--- src/rtl/alu_muldiv_ctrl.sv ---
// MIPS ALU control decode plus an iterative unsigned multiply/divide sequencer with HI/LO.
// The divider datapath and DIV state are built only when ALU_MULDIV_DIV_EN is defined.
module alu_muldiv_ctrl #(
   parameter int unsigned WIDTH = 32,
   parameter int unsigned CNT_W = $clog2(WIDTH) + 1
) (
   input  logic             clk,
   input  logic             rst_n,
   input  logic [2:0]       ALUOp,
   input  logic [5:0]       Funct,
   input  logic             valid,
   input  logic [WIDTH-1:0] op_a,
   input  logic [WIDTH-1:0] op_b,
   output logic [3:0]       ALUCtrl,
   output logic             illegal,
   output logic             stall,
   output logic             busy,
   output logic             done,
   output logic [WIDTH-1:0] hi,
   output logic [WIDTH-1:0] lo
);

   localparam logic [1:0] StIdle = 2'd0;
   localparam logic [1:0] StMul  = 2'd1;
`ifdef ALU_MULDIV_DIV_EN
   localparam logic [1:0] StDiv  = 2'd2;
`endif
   localparam logic [1:0] StDone = 2'd3;

   logic [1:0]         state_q, state_d;
   logic [CNT_W-1:0]   cnt_q, cnt_d;
   logic [2*WIDTH-1:0] acc_q, acc_d;
   logic [WIDTH-1:0]   opnd_q, opnd_d;
   logic [WIDTH-1:0]   hi_q, hi_d, lo_q, lo_d;
   logic               start;

   always_comb begin
      ALUCtrl = 4'd15;
      case (ALUOp)
         3'b000: ALUCtrl = 4'd2;
         3'b001: ALUCtrl = 4'd3;
         3'b010: ALUCtrl = 4'd4;
         3'b011: ALUCtrl = 4'd5;
         3'b101: ALUCtrl = 4'd6;
         3'b100: begin
            case (Funct)
               6'b100100: ALUCtrl = 4'd0;
               6'b100101: ALUCtrl = 4'd1;
               6'b100000: ALUCtrl = 4'd2;
               6'b100010: ALUCtrl = 4'd3;
               6'b011000: ALUCtrl = 4'd7;
`ifdef ALU_MULDIV_DIV_EN
               6'b011010: ALUCtrl = 4'd8;
`endif
               6'b000000: ALUCtrl = 4'd9;
               6'b000001: ALUCtrl = 4'd10;
               default:   ALUCtrl = 4'd15;
            endcase
         end
         default: ALUCtrl = 4'd15;
      endcase
   end

   assign illegal = valid & (ALUCtrl == 4'd15);
   assign start   = valid & (state_q == StIdle) & ((ALUCtrl == 4'd7) | (ALUCtrl == 4'd8));
   assign busy    = (state_q != StIdle);
   assign done    = (state_q == StDone);
   assign stall   = busy | start;
   assign hi      = hi_q;
   assign lo      = lo_q;

   // Shift-add: acc holds {partial product, remaining multiplier bits}.
   logic [WIDTH:0]     mul_sum;
   logic [2*WIDTH-1:0] mul_next;

   always_comb begin
      mul_sum  = {1'b0, acc_q[2*WIDTH-1:WIDTH]} + {1'b0, opnd_q & {WIDTH{acc_q[0]}}};
      mul_next = {mul_sum, acc_q[WIDTH-1:1]};
   end

`ifdef ALU_MULDIV_DIV_EN
   // Restoring division: acc holds {remainder, dividend bits shifting into quotient}.
   logic [WIDTH:0]     div_shift, div_diff;
   logic [2*WIDTH-1:0] div_next;

   always_comb begin
      div_shift = {acc_q[2*WIDTH-1:WIDTH], acc_q[WIDTH-1]};
      div_diff  = div_shift - {1'b0, opnd_q};
      if (div_diff[WIDTH]) begin
         div_next = {div_shift[WIDTH-1:0], acc_q[WIDTH-2:0], 1'b0};
      end else begin
         div_next = {div_diff[WIDTH-1:0], acc_q[WIDTH-2:0], 1'b1};
      end
   end
`endif

   always_comb begin
      state_d = state_q;
      cnt_d   = cnt_q;
      acc_d   = acc_q;
      opnd_d  = opnd_q;
      hi_d    = hi_q;
      lo_d    = lo_q;
      case (state_q)
         StIdle: begin
            if (start) begin
               cnt_d = '0;
`ifdef ALU_MULDIV_DIV_EN
               if (ALUCtrl == 4'd8) begin
                  if (op_b == '0) begin
                     state_d = StDone;
                     hi_d    = op_a;
                     lo_d    = '1;
                  end else begin
                     state_d = StDiv;
                     acc_d   = {{WIDTH{1'b0}}, op_a};
                     opnd_d  = op_b;
                  end
               end else
`endif
               begin
                  state_d = StMul;
                  acc_d   = {{WIDTH{1'b0}}, op_b};
                  opnd_d  = op_a;
               end
            end
         end
         StMul: begin
            acc_d = mul_next;
            cnt_d = cnt_q + CNT_W'(1);
            if (cnt_q == CNT_W'(WIDTH - 1)) begin
               state_d      = StDone;
               {hi_d, lo_d} = mul_next;
            end
         end
`ifdef ALU_MULDIV_DIV_EN
         StDiv: begin
            acc_d = div_next;
            cnt_d = cnt_q + CNT_W'(1);
            if (cnt_q == CNT_W'(WIDTH - 1)) begin
               state_d      = StDone;
               {hi_d, lo_d} = div_next;
            end
         end
`endif
         StDone:  state_d = StIdle;
         default: state_d = StIdle;
      endcase
   end

   always_ff @(posedge clk or negedge rst_n) begin
      if (!rst_n) begin
         state_q <= StIdle;
         cnt_q   <= '0;
         acc_q   <= '0;
         opnd_q  <= '0;
         hi_q    <= '0;
         lo_q    <= '0;
      end else begin
         state_q <= state_d;
         cnt_q   <= cnt_d;
         acc_q   <= acc_d;
         opnd_q  <= opnd_d;
         hi_q    <= hi_d;
         lo_q    <= lo_d;
      end
   end

endmodule

--- config.mk ---
export PLATFORM = sky130hd
export DESIGN_NAME = alu_muldiv_ctrl
export DESIGN_NICKNAME = d
export VERILOG_FILES = /design/src/rtl/alu_muldiv_ctrl.sv
export SDC_FILE = /design/constraint.sdc
export NUM_CORES = 1
export LEC_CHECK = 0
export CORE_MARGIN = 8
export CORE_UTILIZATION = 40
export DETAILED_ROUTE_END_ITERATION = 6
export PLACE_DENSITY = 0.62
export SLEW_MARGIN = 20
export SYNTH_ARGS = -nofsm -noshare
export SYNTH_HDL_FRONTEND = slang
export SYNTH_SLANG_ARGS = --single-unit
--- constraint.sdc ---
create_clock -name clk -period 5.15 [get_ports clk]
set_input_delay 1.03 -clock clk [delete_from_list [all_inputs] [get_ports clk]]
set_output_delay 1.03 -clock clk [all_outputs]
set_load 0.05 [all_outputs]
Yosys cells after proc, flatten, opt, wreduce, memory -nomap -nowiden

Index checks and enable logic that the tools add are counted.

Add/sub/neg operators: 2
Equal/unequal tests: 19
Mux-type cells: 9
Bitwise operators: 6
Reduce and logical (&&, ||, !) cells: 9

Operators with widths:

| cell                  | count |
|---|---|
| $pmux W64 S2          | 1 |
| $mux W64              | 1 |
| $add A32 B32 Y33      | 1 |
| $and A32 B32 Y32      | 1 |
| $pmux W4 S7           | 1 |
| $eq A6 B6 Y1 const B  | 4 |
| $pmux W4 S6           | 1 |
| $eq A6 B5 Y1 const B  | 2 |
| $pmux W6 S2           | 1 |
| $eq A4 B4 Y1 const B  | 2 |
| $reduce_and A2 Y1     | 4 |
| $add A6 B1 Y6 const B | 1 |
| $eq A3 B2 Y1 const B  | 2 |
| $eq A3 B3 Y1 const B  | 2 |
| $eq A6 B1 Y1 const B  | 1 |
| $logic_not A6 Y1      | 1 |
| $mux W6               | 1 |
| $eq A4 B3 Y1 const B  | 1 |
| $mux W2               | 2 |
| $ne A2 B2 Y1 const B  | 2 |
| $pmux W2 S2           | 1 |
| $reduce_bool A2 Y1    | 2 |
| $and A1 B1 Y1         | 3 |
| $eq A3 B1 Y1 const B  | 1 |
| 5 further kinds       | 6 |

Bits in registers: 168
Input port bits: 76
Output and inout port bits: 72
Word-level logic and storage cells: 51

Logic depth before layout (Yosys ltp)

Gate-level depths: netlist of the first run.

Word-level depth: 8
Gate-level depth with buffers: 12
Mapped depth without buffers: 11

Worst setup path before layout of the first run

OpenSTA, ideal clock, no wires.

Path type: input port to output port
Start point: input Funct[5]
End point: output illegal
Data arrival time: 3.225 ns
Path slack: 0.895 ns
Stages: 7
Buffers on the path: 1
Cell sequence: buf_2 and4bb_1 a21o_1 a21oi_1 a21oi_1 nor2_1 and3_1

Cells in the longest elaborated chain, start to end: 5

Ends and longest elaborated chain:

| element                              | line | text |
|---|---|---|
| from (decl)                          | 10   | `input logic [5:0] Funct,` |
| $eq A6 B1 Y1 (tied with other cells) | 46   | `case (Funct)` |
| $pmux W4 S7 (*)                      | 46   |  |
| $pmux W4 S6 (*)                      | 39   | `case (ALUOp)` |
| net ALUCtrl[3]                       | 14   | `output logic [3:0] ALUCtrl,` |
| $eq A4 B4 Y1 (*)                     | 64   | `assign illegal = valid & (ALUCtrl == 4'd15);` |
| $and A1 B1 Y1 (*)                    | 64   |  |
| to (decl)                            | 15   | `output logic illegal,` |

Mark *: on every way through the listed nets, which the timed path passes. The rest lies on a longest branch.

Worst setup path after layout of the first run

Start point: input Funct[5]
End point: output illegal

Cells in the longest elaborated chain, start to end: 5

Ends and longest elaborated chain:

| element                              | line |
|---|---|
| $eq A6 B1 Y1 (tied with other cells) | 46 |
| $pmux W4 S7 (*)                      | 46 |
| $pmux W4 S6 (*)                      | 39 |
| $eq A4 B4 Y1 (*)                     | 64 |
| $and A1 B1 Y1 (*)                    | 64 |

Mark *: on every way between the ends. The rest lies on a longest branch, timed or not.

==> results of run 1 <==
metal layers:
layer | up-vias | share of wire | track usage
met5 | - | 0.00067 | 0
met4 | 2 | 0.011 | 0.0488
met3 | 25 | 0.058 | 0.0396
met2 | 148 | 0.44 | 0.259
met1 | 3306 | 0.49 | 0.237
li1 | 3439 | - | -
cell type report:
class                           instances  area [sq um]
Clock buffer                           17           425
Multi-Input combinational cell        671          4300
Fill cell                            2050         10500
Tap cell                              280           350
Inverter                               14          52.6
Clock inverter                         14           174
Sequential cell                       168          4200
Timing Repair Buffer                  159          1610
layout by cell type (no fill, tap or decap), types with 10 or more instances in the layout:
cell type | netlist | routed
mux2_1 | 30 | 30
and2_1 | 34 | 34
a21oi_1 | 45 | 45
clkbuf_16 | 0 | 17
a21o_1 | 14 | 14
ha_1 | 33 | 33
buf_4 | 0 | 10
o22ai_1 | 28 | 28
a22o_1 | 24 | 24
dfrtp_1 | 168 | 168
mux2_2 | 13 | 13
inv_1 | 12 | 12
nand2_1 | 195 | 195
nor2_1 | 37 | 36
xor2_1 | 11 | 11
mux2i_1 | 23 | 23
o21ai_0 | 58 | 58
xnor2_1 | 13 | 13
nor3_1 | 12 | 12
nand3_1 | 14 | 13
clkdlybuf4s50_1 | 0 | 145
final timing paths:
| kind | from | to | slack [ps] |
|---|---|---|---|
| min reg2reg | lo[23] | lo[23] | 470 |
| min | rst_n | lo[6] | 450 |
| max reg2reg | acc_q[0] | hi[30] | 1420 |
| max in group asynchronous | rst_n | lo[16] | 3990 |
| max | Funct[5] | illegal | 440 |
| min in group clk | lo[23] | lo[23] | 470 |
logic make-up (layout without fill, tap and decap cells):
group                    count (synthesis)  count (layout)  share of synthesized area
AO/OA/AOI/OAI                          216             216                      0.164
XOR/XNOR                                24              24                     0.0241
AND/OR/NAND/NOR                        330             330                      0.168
multiplexers                            67              67                     0.0835
buffers and inverters                   60             204                     0.0291
flip-flops                             168             168                      0.481
adder cells (fa/ha/maj)                 34              34                     0.0496
flip-flops by register name, indices dropped and copies added, names as in the netlist:
register,flops
acc_q,64
cnt_q,6
hi,32
state_q,2
opnd_q,32
lo,32
power breakdown:
part           internal (mW)  switching (mW)
clock network          0.765           0.556
logic                   1.55            2.24
registers               1.89           0.354
total                   4.20            3.15
metrics by stage:
| stage | hold slack, ps | utilization | instance area, sq um | instances |
|---|---|---|---|---|
| CTS | 478 | 0.513 | 11100 | 1322 |
| floorplan | 450 | - | 8730 | 899 |
| global route | 455 | 0.514 | 11100 | 1323 |
| detailed placement | 461 | 0.485 | 10500 | 1291 |
| finish | 453 | 0.514 | 11100 | 1323 |
| global placement | 457 | 0.485 | 10500 | 1291 |
==> impl_table.tex, run 1 <==
\begin{tabular}{lr}
\hline
Metric & Value \\
\hline
\multicolumn{2}{l}{\textbf{Status}} \\
Outcome & completed \\
\multicolumn{2}{l}{\textbf{Synthesis}} \\
Ranking of synthesized cells by instance count & 195 x nand2\_1, 168 x dfrtp\_1, 58 x o21ai\_0, 45 x a21oi\_1, 37 x nor2\_1 \\
Number of instances in the synthesized netlist & 899 \\
Proportion of netlist area held by the largest area contributor & 0.481 \\
Top post-synthesis cells by area & dfrtp\_1 48\%, nand2\_1 8.4\%, ha\_1 4.7\% \\
EDFF count, synth & 0 \\
Number of synthesized register bits & 168 \\
Largest area contributor in the synthesized netlist & dfrtp\_1 \\
Synth Area per Inst & 9.72 sq um \\
Total number of yosys warnings & 0 \\
Dominant cell by count in the synthesized netlist & nand2\_1 \\
Share of flip-flops with an asynchronous set or reset after synthesis & 1.00 \\
Flip-flop cell with the highest count after synthesis & dfrtp\_1 \\
Post-Synthesis Cell Area & 8730 sq um \\
Number of distinct library cells after synthesis & 60 \\
Post-synthesis sequential area ratio & 0.481 \\
Net Count, Synth & 1009 \\
\multicolumn{2}{l}{\textbf{Power}} \\
Peak VDD IR & 0.263 mV \\
Total power per unit cell area & 661 nW/um\^{}2 \\
Static leakage & 5.24 nW \\
Total chip power & 7.35 mW \\
\multicolumn{2}{l}{\textbf{Timing}} \\
Worst setup margin & 442 ps \\
Final Hold Vio Count & 0 \\
Setup TNS & 0 ps \\
Slew HR & 0.399 \\
Final setup viols & 0 \\
Fmax achieved & 212 MHz \\
Worst-Margin Slew & 900 ps \\
Share of the clock period used by the worst path after layout & 0.914 \\
Final Slew Violations & 0 \\
Clock skew & 15.5 ps \\
Min Clock Period, post-route & 4710 ps \\
RSZ-0062 raised after global routing & no \\
\multicolumn{2}{l}{\textbf{Floorplanning}} \\
Count of pins on the block boundary & 148 \\
Width of the chip & 164 microns \\
Floorplan Core Area & 21600 sq um \\
Die height & 164 microns \\
Row Count & 54 \\
Effective utilization at floorplan & 0.404 \\
Area of the die & 26800 sq um \\
\multicolumn{2}{l}{\textbf{Global route}} \\
Wire length of the first global-routing pass & 36.5 mm \\
Largest net degree at the start of global routing & 105 \\
Overall routing resource usage & 0.170 \\
Via count of the first global-routing pass & 6882 \\
Number of antenna violations at the first check in global routing & 1 \\
Global-route congestion overflow total & 0 \\
\multicolumn{2}{l}{\textbf{Drt}} \\
Length of the first detailed-routing pass in iterations & 4 \\
Vias/cell & 5.23 \\
Number of antenna-violating nets in the routed design & 0 \\
Detail-routed net length per standard cell & 17.0 microns \\
DRC marker count from the first detailed-route iteration & 378 \\
Routed via count & 6920 \\
Remaining design rule violation count & 0 \\
Total wirelength of the detailed-routed design & 22.5 mm \\
\multicolumn{2}{l}{\textbf{Place}} \\
Gpl congestion & 0.879 \\
\# port buffers & 147 \\
Worst slack, placed & 442 ps \\
Post-detail-place hpwl & 15.8 mm \\
\multicolumn{2}{l}{\textbf{CTS}} \\
Number of H-tree levels & 4 \\
Clock tree root driver cell & clkbuf\_16 \\
Total CTS buffers & 17 \\
Clock sink total & 168 \\
Insertion delay to the later sink of the worst-skew pair & 440 ps \\
Clock Pin Slew Worst Setup and Hold Paths & 70 ps \\
Count of buffers added by post-CTS timing repair for setup & 0 \\
\# resized after CTS & 0 \\
CTS tree & yes \\
Bufs on Longest Clock Path & 2 \\
\# hold bufs at CTS & 0 \\
\multicolumn{2}{l}{\textbf{Layout}} \\
Fraction of layout cells with a size suffix above 1 & 0.0738 \\
Number of nets in the final layout & 1141 \\
Area growth from synthesis to layout & 27.3\% \\
Ant diodes & 0 \\
\multicolumn{2}{l}{\textbf{Worst setup path}} \\
Start-to-end type of the worst setup path & in2out \\
Cell type of the slowest stage on the worst timing path & clkdlybuf4s50\_1 \\
Cell Chain, Critical Path & clkdlybuf4s50\_1 -> and4bb\_1 -> a21o\_1 -> a21oi\_1 -> a21oi\_1 -> nor2\_1 -> and3\_1 -> clkdlybuf4s50\_1 \\
Cell family contributing the most delay on the critical path & buffers and inverters \\
Arrival time at the worst endpoint & 3680 ps \\
Worst path required time & 4120 ps \\
CP max FO & 9 \\
Maximum cell stage delay along the critical path & 810 ps \\
Startpoint kind of the worst setup timing path & input pin \\
Buf/Inv on CP & 2 \\
Worst reg-to-reg path cell count & 11 \\
Cell count along the critical path & 8 \\
Endpoint type of the worst setup path & primary output \\
\multicolumn{2}{l}{\textbf{Worst hold path}} \\
Class of the most critical hold timing path & in2async \\
\multicolumn{2}{l}{\textbf{Flow run}} \\
Number of max-capacitance violations reported & 0 \\
\hline
\end{tabular}
(Power assumes the default switching activity.)
==> run 2: changes to the inputs <==
--- a/config.mk
+++ b/config.mk
@@ -8,7 +8,7 @@
 export CORE_MARGIN = 8
 export CORE_UTILIZATION = 40
 export DETAILED_ROUTE_END_ITERATION = 6
-export PLACE_DENSITY = 0.62
+export PLACE_DENSITY = 0.64
 export SLEW_MARGIN = 20
 export SYNTH_ARGS = -nofsm -noshare
 export SYNTH_HDL_FRONTEND = slang
==> constraint.sdc (replaced) <==
create_clock -name clk -period 3.95 [get_ports clk]
set_input_delay 0.79 -clock clk [delete_from_list [all_inputs] [get_ports clk]]
set_output_delay 0.79 -clock clk [all_outputs]
set_load 0.05 [all_outputs]
==> impl_table.tex, run 2 (synthesized netlist as in run 1, its figures left out) <==
\begin{tabular}{lr}
\hline
Metric & Value \\
\hline
\multicolumn{2}{l}{\textbf{Layout}} \\
Most common cell after layout, fill and taps aside & nand2\_1 \\
Register containing the most flip-flops in the final layout & acc\_q \\
Ant diodes & 0 \\
Area growth from synthesis to layout & 28.3\% \\
Most used cells in the layout excluding fill and tap cells & 195 x nand2\_1, 168 x dfrtp\_1, 141 x clkdlybuf4s50\_1, 58 x o21ai\_0, 45 x a21oi\_1 \\
Flip-flop count of the largest register, all copies and words added & 64 \\
Number of nets in the final layout & 1146 \\
Fraction of layout cells with a size suffix above 1 & 0.0792 \\
\multicolumn{2}{l}{\textbf{CTS}} \\
Clock sink total & 168 \\
Number of H-tree levels & 4 \\
Count of buffers added by post-CTS timing repair for setup & 0 \\
Insertion delay to the later sink of the worst-skew pair & 430 ps \\
Bufs on Longest Clock Path & 2 \\
\# hold bufs at CTS & 0 \\
\# resized after CTS & 0 \\
CTS tree & yes \\
Clock tree root driver cell & clkbuf\_16 \\
Clock Pin Slew Worst Setup and Hold Paths & 60 ps \\
Total CTS buffers & 17 \\
\multicolumn{2}{l}{\textbf{Timing}} \\
Slew HR & 0.371 \\
Min Clock Period, post-route & 3710 ps \\
RSZ-0062 raised after global routing & no \\
Fmax achieved & 270 MHz \\
Clock skew & 8.87 ps \\
Setup TNS & 0 ps \\
Final Slew Violations & 0 \\
Share of the clock period used by the worst path after layout & 0.938 \\
Worst-Margin Slew & 943 ps \\
Final setup viols & 0 \\
Final Hold Vio Count & 0 \\
\multicolumn{2}{l}{\textbf{Global route}} \\
Number of antenna violations at the first check in global routing & 2 \\
Wire length of the first global-routing pass & 37.0 mm \\
Overall routing resource usage & 0.171 \\
Global-route congestion overflow total & 0 \\
Largest net degree at the start of global routing & 66 \\
Via count of the first global-routing pass & 6995 \\
\multicolumn{2}{l}{\textbf{Worst setup path}} \\
Startpoint kind of the worst setup timing path & input pin \\
CP max FO & 9 \\
Endpoint type of the worst setup path & primary output \\
Worst path required time & 3160 ps \\
Arrival time at the worst endpoint & 2920 ps \\
Start-to-end type of the worst setup path & in2out \\
\multicolumn{2}{l}{\textbf{Power}} \\
Internal power of the cells & 5.65 mW \\
Static leakage & 5.29 nW \\
Total power per unit cell area & 871 nW/um\^{}2 \\
Fraction of power spent switching nets & 0.421 \\
Total chip power & 9.76 mW \\
Clk pwr share & 0.188 \\
Reg power frac & 0.298 \\
NetSw & 4.11 mW \\
Combinational share of power & 0.514 \\
Peak VDD IR & 0.345 mV \\
\multicolumn{2}{l}{\textbf{Place}} \\
Gpl congestion & 0.868 \\
Post-detail-place hpwl & 16.0 mm \\
\# port buffers & 147 \\
\multicolumn{2}{l}{\textbf{Floorplanning}} \\
Effective utilization at floorplan & 0.404 \\
Die height & 164 microns \\
Area of the die & 26800 sq um \\
Width of the chip & 164 microns \\
Floorplan Core Area & 21600 sq um \\
Row Count & 54 \\
Count of pins on the block boundary & 148 \\
\multicolumn{2}{l}{\textbf{Drt}} \\
Vias/cell & 5.24 \\
Routed via count & 6962 \\
Remaining design rule violation count & 0 \\
Number of antenna-violating nets in the routed design & 0 \\
Total wirelength of the detailed-routed design & 22.7 mm \\
Detail-routed net length per standard cell & 17.1 microns \\
DRC marker count from the first detailed-route iteration & 458 \\
Length of the first detailed-routing pass in iterations & 5 \\
\multicolumn{2}{l}{\textbf{Worst hold path}} \\
Class of the most critical hold timing path & in2async \\
\multicolumn{2}{l}{\textbf{Flow run}} \\
Number of max-capacitance violations reported & 0 \\
\multicolumn{2}{l}{\textbf{Status}} \\
Outcome & completed \\
\hline
\end{tabular}
==> run 2: cell types whose count changed in the layout (fill, tap and decap cells not counted), sizes merged, moves of 2 or more <==
cell / delta
clkbuf: +4
clkdlybuf4s50: -4
clkinvlp: -2
buf: +9
bufinv: +2
clkinv: -3
==> run 2: layout make-up <==
cell class                 count  area [sq um]
clock inverter                10           191
sequential                   168          4200
tap                          280           350
clock buffer                  21           450
timing repair buffer         164          1650
multi-input combinational    671          4300
inverter                      14          52.6
fill                        2004         10400
==> run 2: worst max-delay path, cell delays in order <==
cell and delay [ps]:
clkdlybuf4s50_1 630, and4bb_1 270, a21o_1 150, a21oi_1 320, a21oi_1 110, nor2_1 240
and3_1 250, buf_12 150
==> run 2: final timing paths <==
check,cells past startpoint,end,from,slack [ps]
worst max-delay path,8,illegal,Funct[5],240
worst min-delay path,1,lo[6],rst_n,330
worst max register to register,12,hi[15],acc_q[0],500
worst min register to register,2,lo[27],lo[27],470
max in group asynchronous,2,acc_q[54],rst_n,2590
min in group clk,2,lo[27],lo[27],470
==> run 2: per-layer routing <==
metal	vias up	global-route usage	wire length [microns]	part of all wire
li1	3447	-	-	-
met1	3330	0.234	10900	0.48
met2	158	0.270	10300	0.45
met3	23	0.0393	1190	0.053
met4	4	0.0442	259	0.011
met5	-	0	27	0.0012
==> run 2: metrics by stage <==
step | instance area (sq um) | instances | hold WS, ps | worst slack, ps | util
2_1_floorplan | 8730 | 899 | 450 | 175 | -
3_3_place_gp | 10600 | 1297 | 458 | 216 | 0.488
3_5_place_dp | 10600 | 1297 | 461 | 114 | 0.488
4_1_cts | 11200 | 1328 | 340 | 257 | 0.518
5_1_grt | 11200 | 1328 | 365 | 88.9 | 0.518
6_report | 11200 | 1328 | 327 | 245 | 0.518
==> run 2: power by group through the flow <==
stage                     clock, mW  sequential, mW  combinational (mW)
after global placement            0            2.92                4.93
after global routing           1.95            3.01                5.51
after detailed placement          0            2.94                5.01
after floorplan                   0            3.45                3.05
after CTS                      1.89            2.91                5.05
final                          1.84            2.91                5.01
==> RTL change 1, RTL diff (settings of run 2) <==
Change the parameter `WIDTH` from 32 to 16.
--- a/src/rtl/alu_muldiv_ctrl.sv
+++ b/src/rtl/alu_muldiv_ctrl.sv
@@ -3,3 +3,3 @@
 module alu_muldiv_ctrl #(
-   parameter int unsigned WIDTH = 32,
+   parameter int unsigned WIDTH = 16,
    parameter int unsigned CNT_W = $clog2(WIDTH) + 1
Interface: changed (resized hi, lo, op_a and op_b); port bits go from 148 to 84. No check against the original RTL was run, so the function may have changed too.
==> RTL change 1 against run 2 <==
Critical path type unchanged. Fmax increased by 0.59%. Non-clock buffer count down 72. Routed wire length down 50%. Global-route usage is 1.4 points lower. Worst setup slack better by 0.022 ns. Final cell count shrank 47%. Count of clock-buffer cells in the layout is 9 lower. Critical endpoint is now ALUCtrl[3]. Sequential cell count fell by 81. Sequential share of layout area increased by 0.16 points. Synthesized area down 48%. Total power fell by 79%. Worst hold slack better by 0.0062 ns. Cell area fell by 48%. Largest power group is now sequential cells.
==> RTL change 1: results (changes against run 2) <==
Iter 0 DRT Violations 170 (-63%); DRC violations left 0 (unchanged); Port-buffer cells 83 (-44%); vias in the first global route 3,902 (-44%); VDD IR max 0.190 mV (-45%); crit-path leading delay family buffers and inverters; outcome complete, no violations; yosys warns 0 (unchanged); GRT Util Overall 0.157 (-0.0140); Worst-Skew Late Latency 0.34 ns (-0.09 ns); global-route wire length before repair 18.9 mm (-49%); total number of vias 3,731 (-46%); critical path arrival 2.89 ns (-0.03 ns); CTS H-tree lvls 3 (-1); total length of routed wires 11.3 mm (-50%); largest cells by area after synthesis dfrtp_1, nand2_1, ha_1, nor2_1, o21ai_0; Nets 628 (-45%); Fillers 1,006 (-50%); total CTS buffers 9 (-8); clock root buffer master clkbuf_16; sequential area share after synthesis 0.483 (+0.00189); gpl congestion 0.869 (about the same); DP HPWL 8.02 mm (-50%); max incr delay on CP 0.83 ns (+0.20 ns); LEAKAGE 0.00257 uW (-52%); Synth top cells by count dfrtp_1, nand2_1, nor2_1, o21ai_0, nand3_1; placed cells 693 (-47%); DR pass1 iterations 4 (-1); Syn Nets 550 (-45%); Mean Syn Cell Area 9.25 sq um (-4.8%); pin count of the biggest net entering global routing 77 (+17%); CP max FO 6 (-3); per-cell routed wire length 15.9 um (-6.8%); Worst Skew 0.00722 ns (-0.00166 ns); Worst-Margin Slew 0.751 ns (-0.192 ns); initial antenna violation count 0 (-2); share of cells above drive strength 1 0.0912 (+0.0120)
==> RTL change 1: cell types whose count changed after synthesis, moves of 20 or more <==
cell | run 2 | this run
a21oi_1 | 45 | 13
a22o_1 | 24 | 0
o21ai_0 | 58 | 36
mux2_1 | 30 | 0
nand2_1 | 195 | 82
dfrtp_1 | 168 | 87
mux2i_1 | 23 | 1
clkbuf_1 | 34 | 14
==> RTL change 1: cell type report <==
type | instances | area (sq um) | area share
clock buffer | 12 | 256 | 0.0444
sequential | 87 | 2180 | 0.377
timing repair buffer | 92 | 911 | 0.158
inverter | 14 | 57.6 | 0.00996
multi-input combinational | 361 | 2150 | 0.371
clock inverter | 4 | 53.8 | 0.00931
tap | 140 | 175 | 0.0303
==> RTL change 1: cell families after synthesis <==
logic type / share of synthesized area
flip-flops: 0.483
adder cells (fa/ha/maj): 0.0544
AND/OR/NAND/NOR: 0.214
XOR/XNOR: 0.0253
multiplexers: 0.0422
AO/OA/AOI/OAI: 0.139
buffers and inverters: 0.0417
==> RTL change 1: what timing repair did <==
item                                    CTS  global route
endpoints found under the setup margin    0             1
gates resized for setup                   0             1
hold buffers                              0             0
setup buffers                             0             0
endpoints found under the hold margin     0             0
==> RTL change 1: routing by layer <==
metal | routed length [um] | global-route usage | vias to the layer above
li1 | - | - | 1837
met1 | 5190 | 0.194 | 1796
met2 | 5380 | 0.260 | 82
met3 | 475 | 0.0319 | 16
met4 | 238 | 0.0724 | 0
met5 | 0 | 0 | -
==> RTL change 1: power breakdown <==
part / switching [uW] / total [uW] / internal, uW
logic: 111 / 205 / 94.4
registers: 26.3 / 952 / 926
clock network: 360 / 887 / 526
==> RTL change 1: through the flow <==
stage                     cell area [sq um]  total power, uW
after floorplan                        4510             1070
after global placement                 5430             1160
after detailed placement               5430             1170
after CTS                              5740             2050
after global routing                   5780             2120
final                                  5780             2040
==> RTL change 1: worst paths after layout <==
check	end	slack, ns	cells after the start
max in group asynchronous	state_q[1]	2.80	3
worst min register to register	lo[12]	0.48	2
worst min-delay path	lo[9]	0.33	1
min in group clk	lo[12]	0.48	2
worst max-delay path	ALUCtrl[3]	0.27	7
worst max register to register	acc_q[28]	1.08	9
==> RTL change 1: worst register-to-register path, stage by stage, from the launching register on <==
cell	delay [ns]
dfrtp_1	0.68
nand2_1	0.21
inv_1	0.10
ha_1	0.24
a211oi_1	0.32
o211ai_1	0.19
a21oi_1	0.34
o21ai_2	0.19
a311oi_1	0.37
nand2_1	0.10
==> RTL change 2, RTL diff (config.mk and constraints of run 2) <==
Without the edit above. `lo_q` no longer has a reset.
--- a/src/rtl/alu_muldiv_ctrl.sv
+++ b/src/rtl/alu_muldiv_ctrl.sv
@@ -157,3 +157,2 @@
          hi_q    <= '0;
-         lo_q    <= '0;
       end else begin
@@ -164,4 +163,7 @@
          hi_q    <= hi_d;
-         lo_q    <= lo_d;
       end
+   end
+
+   always_ff @(posedge clk) begin
+      lo_q <= lo_d;
    end
Behaviour: same outputs for any inputs over 10 cycles, from zero or initial values and one cycle with rst_n low; that may be too few to reach the edited logic, so the function may still have changed.
==> RTL change 2 against run 2 <==
Cell area down 3.6%. Worst hold slack better by 0.12 ns. Routed wire length down 13%. Worst setup slack worse by 0.022 ns. Global-route usage down 1.8 points. Total power down 26%. Sequential cell count unchanged. Synthesized area down 3.4%. Fmax down 0.59%. Highest routed layer is now met4.
==> RTL change 2: results (changes against run 2) <==
outcome complete, no violations; VDD IR max 0.365 mV (+5.7%); initial antenna violation count 0 (-2); Worst Skew 0.0134 ns (+0.00457 ns); GRT Util Overall 0.153 (-0.0180); critical path arrival 2.94 ns (+0.02 ns); Async S/R FF share, synth 0.810 (-0.190); worst r2r dst acc_q[59]; total length of routed wires 19.6 mm (-13%); Power Clock 1710 uW (-7%); sequential area share after synthesis 0.517 (+0.0357); total number of vias 6,198 (-11%); complex-gate fraction of the synthesized area 0.147 (-0.0171); Synth top cells by count dfrtp_1, nand2_1, o21ai_1, o21ai_0; number of flops mapped to enable cells by yosys 32 (+32); Worst Setup EP stall; pin count of the biggest net entering global routing 89 (+35%); gpl congestion 0.818 (-5.8%); DR pass1 iterations 6 (+1); post-synth top area share 0.403 (-0.0781); Hold Slack 0.443 ns (+0.115 ns); Fillers 1,907 (-4.8%); global-route wire length before repair 32.5 mm (-12%); setup slack, reg-to-reg 0.43 ns (-0.07 ns); DP HPWL 14.0 mm (-12%); Iter 0 DRT Violations 286 (-38%); largest cells by area after synthesis dfrtp_1, edfxtp_1, nand2_1, ha_1, mux2_1; Nets 1,039 (-9.3%)
-- RTL change 2: cell types whose count changed after synthesis, sizes merged, moves of 6 or more --
| cell | run 2 | this run |
|---|---|---|
| nand2 | 195 | 122 |
| dfrtp | 168 | 136 |
| edfxtp | 0 | 32 |
| o21ai | 59 | 83 |
| a22o | 25 | 6 |
| a21oi | 45 | 29 |
| mux2i | 23 | 35 |
| clkbuf | 34 | 25 |
| mux2 | 44 | 37 |
| nor2 | 37 | 30 |
| a211o | 0 | 6 |
| o22ai | 28 | 22 |
-- RTL change 2: stage by stage --
stage	std cells	cell area, sq um	total power [uW]	setup slack (ns)	util
6_report	1217	10800	7260	0.223	0.517
5_1_grt	1217	10800	7780	0.00251	0.517
4_1_cts	1217	10800	7350	0.239	0.517
3_5_place_dp	1185	10200	5600	0.254	0.486
3_3_place_gp	1185	10200	5540	0.232	0.486
2_1_floorplan	794	8450	4780	0.196	-
-- RTL change 2: metal layers --
layer  up-vias  share of wire  global-route usage
met5         -              0                   0
met4         0         0.0082              0.0324
met3        12          0.051              0.0489
met2       134           0.46               0.244
met1      2956           0.48               0.202
li1       3096              -                   -
-- RTL change 2: cells by family (layout without fill, tap and decap cells) --
kind of cell	Yosys count	after routing
buf+inv	56	204
simple gates	239	239
compound gates	198	198
fa+ha+maj	34	34
mux	72	72
xor+xnor	27	27
flops	168	168
-- RTL change 2: cell type report --
type / instances / area [sq um] / share of cell area
multi-input combinational: 570 / 3810 / 0.353
clock buffer: 17 / 425 / 0.0394
inverter: 14 / 52.6 / 0.00486
timing repair buffer: 158 / 1590 / 0.147
clock inverter: 15 / 211 / 0.0196
sequential: 168 / 4360 / 0.404
tap: 275 / 344 / 0.0319
